**config.mk**
```make
export PLATFORM = sky130hd
export DESIGN_NAME = usd_cmd_arbiter_flat
export DESIGN_NICKNAME = d
export VERILOG_FILES = /design/src/rtl/usd_cmd_arbiter_if.sv /design/src/rtl/usd_cmd_arbiter.sv /design/src/flat_wrapper.sv
export SDC_FILE = /design/constraint.sdc
export NUM_CORES = 1
export LEC_CHECK = 0
export CAP_MARGIN = 10
export CORE_AREA = 2 2 175 177
export DETAILED_ROUTE_END_ITERATION = 8
export DIE_AREA = 0 0 177 179
export MAX_ROUTING_LAYER = met4
export SYNTH_ARGS = -nofsm -noshare
export SYNTH_HDL_FRONTEND = slang
export SYNTH_SLANG_ARGS = --single-unit
export TNS_END_PERCENT = 50
```
**constraint.sdc**
```tcl
create_clock -name apuClk -period 2.66 [get_ports apuClk]
set_clock_uncertainty 0.15 [all_clocks]
set_input_delay 0.399 -clock apuClk [delete_from_list [all_inputs] [get_ports apuClk]]
set_output_delay 0.399 -clock apuClk [all_outputs]
set_load 0.005 [all_outputs]
```
**src/rtl/usd_cmd_arbiter_if.sv**
```systemverilog
// Request/response and FIFO-side signals of the uSD command arbiter.
// The arbiter uses the slave view; requesters and FIFOs sit on the master view.
interface usd_cmd_arbiter_if #(
    parameter int NUM_REQ = 4
);
    logic [NUM_REQ-1:0]    reqValid;
    logic [NUM_REQ*72-1:0] reqCmd;
    logic [NUM_REQ-1:0]    reqReady;
    logic [NUM_REQ-1:0]    rspValid;
    logic [35:0]           rspData;
    logic                  timeoutErr;
    logic                  busy;
    logic [71:0]           cmdFifoData;
    logic                  cmdFifoWrEn;
    logic                  cmdRdyRd;
    logic                  resultFifoRdEn;
    logic [35:0]           resultFifoData;
    logic                  resultPending;

    modport slave (
        input  reqValid, reqCmd, cmdRdyRd, resultFifoData, resultPending,
        output reqReady, rspValid, rspData, timeoutErr, busy,
               cmdFifoData, cmdFifoWrEn, resultFifoRdEn
    );

    modport master (
        output reqValid, reqCmd, cmdRdyRd, resultFifoData, resultPending,
        input  reqReady, rspValid, rspData, timeoutErr, busy,
               cmdFifoData, cmdFifoWrEn, resultFifoRdEn
    );
endinterface

```
**src/rtl/usd_cmd_arbiter.sv**
```systemverilog
// Round-robin arbiter sharing one uSD command/result FIFO pair between
// NUM_REQ requesters, one outstanding command at a time, with result timeout.
module usd_cmd_arbiter #(
    parameter int NUM_REQ     = 4,
    parameter int REQ_IDX_W   = 2,
    parameter int TIMEOUT_CYC = 1048576
) (
    input  logic               apuClk,
    input  logic               sysRstN,
    usd_cmd_arbiter_if.slave   bus
);
    localparam int TIMER_W = (TIMEOUT_CYC > 1) ? $clog2(TIMEOUT_CYC) : 1;
    localparam logic [TIMER_W-1:0]   TIMER_LAST = TIMER_W'(TIMEOUT_CYC - 1);
    localparam logic [NUM_REQ-1:0]   ONE_HOT0   = NUM_REQ'(1);
    localparam logic [REQ_IDX_W-1:0] LAST_IDX   = REQ_IDX_W'(NUM_REQ - 1);

    typedef enum logic [2:0] {
        IDLE, DRAIN, DLAT, ISSUE, WAIT, POP, LAT, RETURN
    } state_t;

    state_t                 state;
    logic [REQ_IDX_W-1:0]   lastGrant;
    logic [REQ_IDX_W-1:0]   grant;
    logic [3:0]             staleCnt;
    logic [TIMER_W-1:0]     timer;
    logic [71:0]            cmdLatch;
    logic [NUM_REQ-1:0]     reqReadyQ;
    logic [NUM_REQ-1:0]     rspValidQ;
    logic [35:0]            rspDataQ;
    logic                   timeoutErrQ;
    logic                   busyQ;
    logic                   cmdWrEnQ;
    logic                   rdEnQ;

    logic [71:0]            cmdSlice [NUM_REQ];
    logic [REQ_IDX_W-1:0]   pick;
    logic [REQ_IDX_W-1:0]   candIdx;
    int                     cand;

    for (genvar gi = 0; gi < NUM_REQ; gi++) begin : g_slice
        assign cmdSlice[gi] = bus.reqCmd[72*gi +: 72];
    end

    // Walk offsets from farthest to nearest so the nearest valid requester
    // after lastGrant wins; offset NUM_REQ lands back on lastGrant itself.
    always_comb begin
        pick    = '0;
        cand    = 0;
        candIdx = '0;
        for (int k = NUM_REQ; k >= 1; k--) begin
            cand    = (int'(lastGrant) + k) % NUM_REQ;
            candIdx = REQ_IDX_W'(cand);
            if (bus.reqValid[candIdx]) begin
                pick = candIdx;
            end
        end
    end

    always_ff @(posedge apuClk or negedge sysRstN) begin
        if (!sysRstN) begin
            state       <= IDLE;
            lastGrant   <= LAST_IDX;
            grant       <= '0;
            staleCnt    <= '0;
            timer       <= '0;
            cmdLatch    <= '0;
            reqReadyQ   <= '0;
            rspValidQ   <= '0;
            rspDataQ    <= '0;
            timeoutErrQ <= 1'b0;
            busyQ       <= 1'b0;
            cmdWrEnQ    <= 1'b0;
            rdEnQ       <= 1'b0;
        end else begin
            reqReadyQ   <= '0;
            rspValidQ   <= '0;
            timeoutErrQ <= 1'b0;
            cmdWrEnQ    <= 1'b0;
            rdEnQ       <= 1'b0;
            case (state)
                IDLE: begin
                    if (bus.resultPending) begin
                        state <= DRAIN;
                        rdEnQ <= 1'b1;
                        busyQ <= 1'b1;
                    end else if ((|bus.reqValid) && bus.cmdRdyRd) begin
                        grant     <= pick;
                        cmdLatch  <= cmdSlice[pick];
                        cmdWrEnQ  <= 1'b1;
                        reqReadyQ <= ONE_HOT0 << pick;
                        state     <= ISSUE;
                        busyQ     <= 1'b1;
                    end
                end
                DRAIN: state <= DLAT;
                DLAT: begin
                    if (staleCnt != 4'd0) begin
                        staleCnt <= staleCnt - 4'd1;
                    end
                    state <= IDLE;
                    busyQ <= 1'b0;
                end
                ISSUE: begin
                    timer <= '0;
                    state <= WAIT;
                end
                WAIT: begin
                    timer <= timer + 1'b1;
                    if (bus.resultPending) begin
                        state <= POP;
                        rdEnQ <= 1'b1;
                    end else if (timer == TIMER_LAST) begin
                        // The stale counter remembers a result still owed by the card.
                        rspDataQ    <= {4'hF, 32'hFFFF_FFFF};
                        rspValidQ   <= ONE_HOT0 << grant;
                        timeoutErrQ <= 1'b1;
                        if (staleCnt != 4'hF) begin
                            staleCnt <= staleCnt + 4'd1;
                        end
                        state <= RETURN;
                    end
                end
                POP: state <= LAT;
                LAT: begin
                    rspDataQ  <= bus.resultFifoData;
                    rspValidQ <= ONE_HOT0 << grant;
                    state     <= RETURN;
                end
                RETURN: begin
                    lastGrant <= grant;
                    state     <= IDLE;
                    busyQ     <= 1'b0;
                end
                default: begin
                    state <= IDLE;
                    busyQ <= 1'b0;
                end
            endcase
        end
    end

    assign bus.reqReady       = reqReadyQ;
    assign bus.rspValid       = rspValidQ;
    assign bus.rspData        = rspDataQ;
    assign bus.timeoutErr     = timeoutErrQ;
    assign bus.busy           = busyQ;
    assign bus.cmdFifoData    = cmdLatch;
    assign bus.cmdFifoWrEn    = cmdWrEnQ;
    assign bus.resultFifoRdEn = rdEnQ;
endmodule

```
**src/flat_wrapper.sv**
```systemverilog
// flat-port wrapper written by rule: the top's interface ports become plain ports
module usd_cmd_arbiter_flat 
#(
    parameter int NUM_REQ     = 4,
    parameter int REQ_IDX_W   = 2,
    parameter int TIMEOUT_CYC = 1048576
)
  (apuClk, sysRstN, bus_reqValid, bus_reqCmd, bus_cmdRdyRd, bus_resultFifoData, bus_resultPending, bus_reqReady, bus_rspValid, bus_rspData, bus_timeoutErr, bus_busy, bus_cmdFifoData, bus_cmdFifoWrEn, bus_resultFifoRdEn);
  usd_cmd_arbiter_if #(.NUM_REQ(NUM_REQ)) bus_i ();
  input  logic apuClk;
  input  logic sysRstN;
  input wire logic [$bits(bus_i.reqValid)-1:0] bus_reqValid;
  input wire logic [$bits(bus_i.reqCmd)-1:0] bus_reqCmd;
  input wire logic [$bits(bus_i.cmdRdyRd)-1:0] bus_cmdRdyRd;
  input wire logic [$bits(bus_i.resultFifoData)-1:0] bus_resultFifoData;
  input wire logic [$bits(bus_i.resultPending)-1:0] bus_resultPending;
  output wire logic [$bits(bus_i.reqReady)-1:0] bus_reqReady;
  output wire logic [$bits(bus_i.rspValid)-1:0] bus_rspValid;
  output wire logic [$bits(bus_i.rspData)-1:0] bus_rspData;
  output wire logic [$bits(bus_i.timeoutErr)-1:0] bus_timeoutErr;
  output wire logic [$bits(bus_i.busy)-1:0] bus_busy;
  output wire logic [$bits(bus_i.cmdFifoData)-1:0] bus_cmdFifoData;
  output wire logic [$bits(bus_i.cmdFifoWrEn)-1:0] bus_cmdFifoWrEn;
  output wire logic [$bits(bus_i.resultFifoRdEn)-1:0] bus_resultFifoRdEn;
  assign bus_i.reqValid = bus_reqValid;
  assign bus_i.reqCmd = bus_reqCmd;
  assign bus_i.cmdRdyRd = bus_cmdRdyRd;
  assign bus_i.resultFifoData = bus_resultFifoData;
  assign bus_i.resultPending = bus_resultPending;
  assign bus_reqReady = bus_i.reqReady;
  assign bus_rspValid = bus_i.rspValid;
  assign bus_rspData = bus_i.rspData;
  assign bus_timeoutErr = bus_i.timeoutErr;
  assign bus_busy = bus_i.busy;
  assign bus_cmdFifoData = bus_i.cmdFifoData;
  assign bus_cmdFifoWrEn = bus_i.cmdFifoWrEn;
  assign bus_resultFifoRdEn = bus_i.resultFifoRdEn;
  usd_cmd_arbiter #(.NUM_REQ(NUM_REQ), .REQ_IDX_W(REQ_IDX_W), .TIMEOUT_CYC(TIMEOUT_CYC)) u_core (.apuClk(apuClk), .sysRstN(sysRstN), .bus(bus_i));
endmodule
```
# Word level (Yosys, flattened, before mapping)
# Index checks and enable logic that the tools add are counted.
# Widths: inputs -> output; s select.
[classes] order_cmp=5 n_bitwise=2 n_eq_ne=12 n_addsub=5 shifts=2 reduce_logical=12 muxes=41
[op_table] op="$bmux 72 s2" count=1
[op_table] op="$mux 72" count=2
[op_table] op="$mux 36" count=2
[op_table] op="$pmux 36 s2" count=1
[op_table] op="$pmux 20 s2" count=1
[op_table] op="$pmux 3 s7" count=1
[op_table] op="$add 20x1->20 const B" count=1
[op_table] op="$eq 20x20->1 const B" count=1
[op_table] op="$mux 4" count=5
[op_table] op="$mux 1" count=14
[op_table] op="$eq 3x3->1 const B" count=4
[op_table] op="$lt 2x3->1 const B" count=4
[op_table] op="$mux 3" count=4
[op_table] op="$bmux 1 s2" count=4
[op_table] op="$mux 2" count=4
[op_table] op="$pmux 4 s2" count=1
[op_table] op="$shl 1x2->4 const A" count=2
[op_table] op="$eq 3x2->1 const B" count=2
[op_table] op="$ne 3x2->1 const B" count=2
[op_table] op="$reduce_and 3->1" count=2
[op_table] op="$reduce_bool 2->1" count=3
[op_table] op="$add 2x1->2 const B" count=2
[op_table] op="$add 2x2->2 const B" count=2
[op_table] op="$reduce_and 2->1" count=2
[op_table] op="other kinds (11)" count=12
[totals] output_inout_bits=120 elab_cells=91 input_bits=332 reg_bits=147

# Longest topological paths before layout
# Gate-level depths: netlist of run 1.
[logic_depth] depth_word=11 mapped_depth=9 mapped_depth_nobuf=6

# Least setup slack after synthesis of run 1
# OpenSTA, ideal clock, no wires.
[synth_timing] path_kind="register to register" start="register u_core.state[0]" end="register u_core.rspValidQ[3] (netlist: u_core.bus.rspValid[3])" period_less_slack_ns=2.105 setup_slack_ns=0.555 path_stages_with_launch=7 required_time_ns=2.444 setup_ns=0.066 n_path_buf=2 arrival_time_ns=1.889 path_cell_list="dfrtp_1 > buf_6 > or3b_4 > or4_1 > buf_2 > and2_4 > and3b_1"
[synth_via] elab_chain_len=2 word_cells_on_any_way=3 cone_classes="eq/ne: 2; mux: 1"
[synth_rtl] item="from (decl)" line_no="usd_cmd_arbiter.sv:21" text="state_t state;"
[synth_rtl] item="from (signal assigned)" line_no="usd_cmd_arbiter.sv:61" text="state <= IDLE;"
[synth_rtl] item="from (signal assigned)" line_no="usd_cmd_arbiter.sv:83" text="state <= DRAIN;"
[synth_rtl] item="from (signal assigned)" line_no="usd_cmd_arbiter.sv:91" text="state <= ISSUE;"
[synth_rtl] item="$eq 3x3->1, on equally long branches"
[synth_rtl] item="$pmux 4 s2 (*)" line_no="usd_cmd_arbiter.sv:80" text="case (state)"
[synth_rtl] item="to (signal assigned)" line_no="usd_cmd_arbiter.sv:115" text="rspValidQ <= ONE_HOT0 << grant;"
[synth_rtl] item="to (signal assigned)" line_no="usd_cmd_arbiter.sv:126" text="rspValidQ <= ONE_HOT0 << grant;"
[synth_rtl] item="to (decl)" line_no="usd_cmd_arbiter.sv:28" text="logic [NUM_REQ-1:0] rspValidQ;"
# Every way passes the cells marked *; elsewhere a longest branch is shown, timed or not.
# A chain may end at the register's enable or synchronous reset.

# Worst setup path in the final report of run 1
[layout_timing] start="register u_core.state[0]" end="register u_core.timer[19]"
[layout_via] elab_chain_len=2 word_cells_on_any_way=4 cone_classes="eq/ne: 2; mux: 1; reduce/logical: 1"
[layout_rtl] item="$eq 3x3->1 or $eq 3x2->1 (tied branches)"
[layout_rtl] item="$pmux 20 s2 or $reduce_bool 2->1 (tied branches)"
[layout_rtl] item="to (signal assigned)" line_no="usd_cmd_arbiter.sv:108" text="timer <= timer + 1'b1;"
[layout_rtl] item="to (decl)" line_no="usd_cmd_arbiter.sv:25" text="logic [TIMER_W-1:0] timer;"
# Several ways; a longest one is shown, not always the timed one.

==> results of run 1 <==
## metrics by stage
step / TNS [ps] / hold slack, ps / setup slack [ps]
after floorplan: 0 / -46.6 / 555
after global placement: 0 / 232 / 4.26
after detailed placement: -43.3 / 231 / -23.4
after CTS: 0 / 333 / 284
after global routing: 0 / 346 / 125
final: 0 / 325 / 325
## path summary, 6_finish.rpt
| path | startpoint | to | slack [ps] |
|---|---|---|---|
| max in group asynchronous | sysRstN | u_core.bus.rspData[14] | 1340 |
| min | sysRstN | u_core.bus.cmdFifoData[8] | 330 |
| max | u_core.state[0] | u_core.timer[19] | 320 |
| max reg2reg | u_core.state[0] | u_core.timer[19] | 320 |
| min reg2reg | u_core.bus.cmdFifoData[71] | u_core.bus.cmdFifoData[71] | 330 |
| min in group apuClk | u_core.bus.cmdFifoData[71] | u_core.bus.cmdFifoData[71] | 330 |
## critical path: stages (launching register included)
cell and delay, ps:
dfrtp_1 480, or3b_4 520, nor4_2 440, nand2_1 250, nor3_1 220, mux2i_1 200
## cell type report
type / count / area share (%)
Clock buffer: 17 / 3.06
Inverter: 3 / 0.0809
Clock inverter: 15 / 1.53
Antenna cell: 1 / 0.0180
Tap cell: 396 / 3.56
Multi-Input combinational cell: 552 / 29.4
Timing Repair Buffer: 496 / 35.9
Sequential cell: 147 / 26.5
## layer usage
| metal | track usage (%) | up-vias | wire, µm |
|---|---|---|---|
| li1 | - | 3639 | - |
| met1 | 22.2 | 3551 | 12100 |
| met2 | 32.0 | 307 | 15400 |
| met3 | 4.98 | 23 | 2400 |
| met4 | 5.37 | 0 | 519 |
| met5 | - | - | 0 |
## Yosys cell counts (2+ instances only)
library cell	number
mux2i_1	188
dfrtp_1	145
nand2_1	115
o21ai_0	66
mux2_2	51
nor2_1	33
clkbuf_1	26
a221oi_1	21
buf_2	18
nand3_1	9
nor3_1	8
and2_1	6
buf_1	6
buf_4	5
nand3b_1	5
nand4_1	5
nor3b_1	4
o211ai_1	4
o31ai_1	4
a21oi_1	3
inv_1	3
nor2b_1	3
a211oi_1	2
and4_1	2
dfstp_2	2
nor4_1	2
o221a_2	2
or4_1	2
## power groups by stage
stage / Clock, W / Combinational (W) / Sequential (W)
after CTS: 0.00273 / 0.00639 / 0.00368
final: 0.00264 / 0.00629 / 0.00368
after global routing: 0.00281 / 0.00681 / 0.00380
after detailed placement: 0 / 0.00637 / 0.00371
after global placement: 0 / 0.00633 / 0.00369
after floorplan: 0 / 0.00279 / 0.00370
## what timing repair did
| action | CTS | global route |
|---|---|---|
| setup endpoints to repair | 0 | 0 |
| endpoints found under the hold margin | 40 | 0 |
| hold buffers | 1 | 0 |
| buffers inserted | 0 | 0 |
## cells in the final DEF, fill, tap and decap left out, types with 11 or more instances in the layout
cell type	n
dfrtp_1	145
clkbuf_16	17
nor2_1	32
a221oi_1	21
mux2_2	51
clkdlybuf4s50_1	450
mux2i_1	188
buf_12	11
nand2_1	114
buf_4	33
o21ai_0	66
## sequential cells by signal, indices dropped and copies added, names as in the netlist, 2 cells and up
name and flops:
u_core.bus.cmdFifoData 72, u_core.bus.reqReady 4, u_core.bus.rspData 36, u_core.bus.rspValid 4, u_core.grant 2, u_core.lastGrant 2, u_core.state 3, u_core.timer 20
## kinds of logic after synthesis
family | after synthesis | share of synthesized area (%)
mux | 239 | 30.6
simple gates | 206 | 11.7
flops | 147 | 45.9
compound gates | 105 | 8.14
buf+inv | 59 | 3.37
xor+xnor | 1 | 0.109
fa+ha+maj | 1 | 0.156
==> flow_metrics.tcl, run 1 <==
set metrics [dict create \
    status "complete, no violations" \
    path_class "flip-flop to flip-flop" \
    routed_wl_um 30400 \
    clk_pin_slew_ps 70 \
    gr-total-overflow 0 \
    synth-seq-cells 147 \
    drive_gt1_share_pct 11.4 \
    drv_slew 0 \
    end_kind "flip-flop" \
    fill_cells 2841 \
    synthArstFlopShare_pct 100 \
    p_sw_share_pct 33.6 \
    ys.flop_type "dfrtp_1" \
    ff_latch_area_mm2 0.00368 \
    design_area_mm2 0.0139 \
    drtPass1Iterations 4 \
    clock_latency_ps 420 \
    synth_area_leaders "dfrtp_1 45%, mux2i_1 23%, mux2_2 7.2%, nand2_1 5.4%, o21ai_0 4.1%" \
    gp_congestion 0.816 \
    yosysWarnings 0 \
    finalHoldViolCount 0 \
    ys_types 46 \
    hp-class "input port to asynchronous set/reset pin" \
    via_per_inst 4.62 \
    post-route-min-period_ps 2340 \
    syn2layout_area_growth_pct 73.5 \
    cts_resized 0 \
    postSynthCellCount 758 \
    tritoncts "yes" \
    p_leak_nw 6.26 \
    grt_pass1_wl_um 44000 \
    multi_input_area_mm2 0.00409 \
    setup_viol 0 \
    grt_pass1_vias 7397 \
    numCtsBuffers 17 \
    synth_area_mm2 0.00802 \
    cts_root_buffer "clkbuf_16" \
    fmax_mhz 428 \
    grt_max_degree 96 \
    ant_nets 0 \
    placed_cell_area_mm2 0.0133 \
    syn_nets 1091 \
    sequentialPowerShare_pct 29.2 \
    p_per_area_mw_per_mm2 906 \
    cts.sinks 147 \
    die-height_um 179 \
    htreeDepth 4 \
    synth.avg_cell_area_um2 10.6 \
    antenna_found_initial 1 \
    rr_worst_depth 5 \
    start_kind "flip-flop" \
    ios 452 \
    synth-edff-count 0 \
    synth_top_area_cell "dfrtp_1" \
    nets 1550 \
    portBuffers 451 \
    drc 0 \
    first_iter_violations 320 \
    p_comb_share_pct 49.9 \
    rsz0062_at_grt "no" \
    vdd_drop_max_mv 0.443 \
    post-dp-hpwl_um 24000 \
    rows 64 \
    worst_pin_slew_ps 484 \
    post-route-util_pct 46.3 \
    initial_core_util_pct 26.7 \
    fin_crit_sh_pct 87.8 \
    clk_path_buf_depth 2 \
    dieArea_mm2 0.0317 \
    coreArea_mm2 0.0300 \
    finalNonFillerCells 1627 \
    dp.cells 1593 \
    power_w 0.0126 \
    p_int_w 0.00837 \
    switching_power_w 0.00423 \
    track_usage_pct 18.9 \
    crit_path_max_fanout 13 \
    wire_per_inst_um 18.7 \
    synth_seq_area_share_pct 45.9 \
    crit_required_ps 2850 \
    clkPwrFrac_pct 20.9 \
    die_x_um 177 \
    crit_arrival_ps 2530 \
    vias 7520 \
    cap_violations 0 \
    slew_headroom_pct 67.7 \
    synth_top_area_share_pct 45.2 \
]
No activity file was read; power rests on OpenSTA's default activity.
==> run 2, diff against run 1 <==
--- a/config.mk
+++ b/config.mk
@@ -9,7 +9,6 @@
 export CORE_AREA = 2 2 175 177
 export DETAILED_ROUTE_END_ITERATION = 8
 export DIE_AREA = 0 0 177 179
-export MAX_ROUTING_LAYER = met4
 export SYNTH_ARGS = -nofsm -noshare
 export SYNTH_HDL_FRONTEND = slang
 export SYNTH_SLANG_ARGS = --single-unit
==> flow_metrics.tcl, run 2 (synthesis gave the netlist of run 1 again) <==
set metrics [dict create \
    status "complete, no violations" \
    ant_nets 0 \
    crit_required_ps 2850 \
    final_common_cell "clkdlybuf4s50_1" \
    post-route-min-period_ps 2330 \
    vdd_drop_max_mv 0.440 \
    hp-start "u_core.bus.cmdFifoData[64]" \
    cap_violations 0 \
    coreArea_mm2 0.0300 \
    numCtsBuffers 17 \
    tritoncts "yes" \
    via_per_inst 4.61 \
    syn2layout_area_growth_pct 73.5 \
    drtPass1Iterations 4 \
    crit_arrival_ps 2530 \
    placed_cell_area_mm2 0.0133 \
    initial_core_util_pct 26.7 \
    start_kind "flip-flop" \
    grt_pass1_wl_um 44100 \
    gr-total-overflow 0 \
    hp-class "flip-flop to flip-flop" \
    ios 452 \
    cts_root_buffer "clkbuf_16" \
    post_cts_buffers 0 \
    first_iter_violations 327 \
    die_x_um 177 \
    fmax_mhz 428 \
    clk_pin_slew_ps 70 \
    rr_worst_depth 5 \
    drv_slew 0 \
    post-dp-hpwl_um 24000 \
    gp_congestion 0.803 \
    rsz0062_at_grt "no" \
    r2r_end "u_core.timer[19]" \
    grt_pass1_vias 7364 \
    crit_path_max_fanout 13 \
    clock_latency_ps 420 \
    largest_reg_flops 72 \
    multi_input_area_mm2 0.00409 \
    holdPathStages 2 \
    drc 0 \
    final_cell_mix "450 x clkdlybuf4s50_1, 188 x mux2i_1, 145 x dfrtp_1" \
    finalHoldViolCount 0 \
    vias 7499 \
    reg2reg_from "u_core.state[0]" \
    drive_gt1_share_pct 11.4 \
    slew_headroom_pct 67.5 \
    setup_viol 0 \
    design_area_mm2 0.0139 \
    clk_path_buf_depth 2 \
    routed_wl_um 30400 \
    rows 64 \
    finalSetupTns_ps 0 \
    pre_cts_slack_ps -23.4 \
    dieArea_mm2 0.0317 \
    p_per_area_mw_per_mm2 906 \
    die-height_um 179 \
    fin_crit_sh_pct 87.8 \
    nets 1550 \
    p_leak_nw 6.26 \
    fill_cells 2841 \
    end_kind "flip-flop" \
    rrSetupSlack_ps 330 \
    worst_pin_slew_ps 488 \
    portBuffers 451 \
    antenna_found_initial 1 \
    track_usage_pct 18.4 \
    grt_max_degree 96 \
    min_to "u_core.bus.cmdFifoData[64]" \
    ff_latch_area_mm2 0.00368 \
    htreeDepth 4 \
    power_w 0.0126 \
    path_class "flip-flop to flip-flop" \
    wire_per_inst_um 18.7 \
    cts.sinks 147 \
    setup_slack_ps 326 \
]
run 2: worst max path at each step:
stage | from | to | slack [ps] | depth (start not counted)
after floorplan | u_core.state[0] | u_core.bus.rspValid[3] | 550 | 6
final | u_core.state[0] | u_core.timer[19] | 330 | 5
after global placement | bus_reqValid[1] | u_core.bus.cmdFifoData[14] | 4 | 7
after detailed placement | bus_reqValid[3] | u_core.bus.cmdFifoData[24] | -20 | 7
after CTS | u_core.state[0] | u_core.timer[19] | 280 | 5
after global routing | u_core.state[0] | u_core.timer[19] | 120 | 5
run 2: power by group:
part	internal, W	leakage, nW	switching [W]
clock network	0.00153	0.314	0.00112
registers	0.00314	1.81	0.000539
logic	0.00370	4.13	0.00258
total	0.00837	6.26	0.00423
run 2: repair_timing:
item / CTS / global route
hold buffers: 1 / 0
hold endpoints to repair: 40 / 0
gates resized for setup: 0 / 0
run 2: worst max-delay path: stages (launching register included):
cell and delay (ps):
dfrtp_1 470, or3b_4 520, nor4_2 440, nand2_1 250, nor3_1 220, mux2i_1 200
run 2: per-layer routing:
| metal | vias to the layer above | share of wire, % | global-route usage [%] |
|---|---|---|---|
| met1 | 3534 | 40 | 22.2 |
| met4 | 0 | 1.6 | 5.27 |
| met2 | 304 | 51 | 32.0 |
| met3 | 19 | 7.8 | 5.13 |
| li1 | 3642 | - | - |
| met5 | - | 0 | 0 |
run 2: through the flow:
step | cells | hold WS [ps] | utilization [%]
detailed placement | 1593 | 231 | 44.2
floorplan | 758 | -46.6 | -
CTS | 1626 | 333 | 46.3
finish | 1627 | 328 | 46.3
global placement | 1593 | 232 | 44.2
global route | 1627 | 346 | 46.3
run 2: area by class of cell:
type	instances	share of cell area [%]
Timing Repair Buffer	496	35.9
Multi-Input combinational cell	552	29.4
Sequential cell	147	26.5
Tap cell	396	3.56
Clock buffer	17	3.06
Clock inverter	15	1.53
Inverter	3	0.0809
Antenna cell	1	0.0180
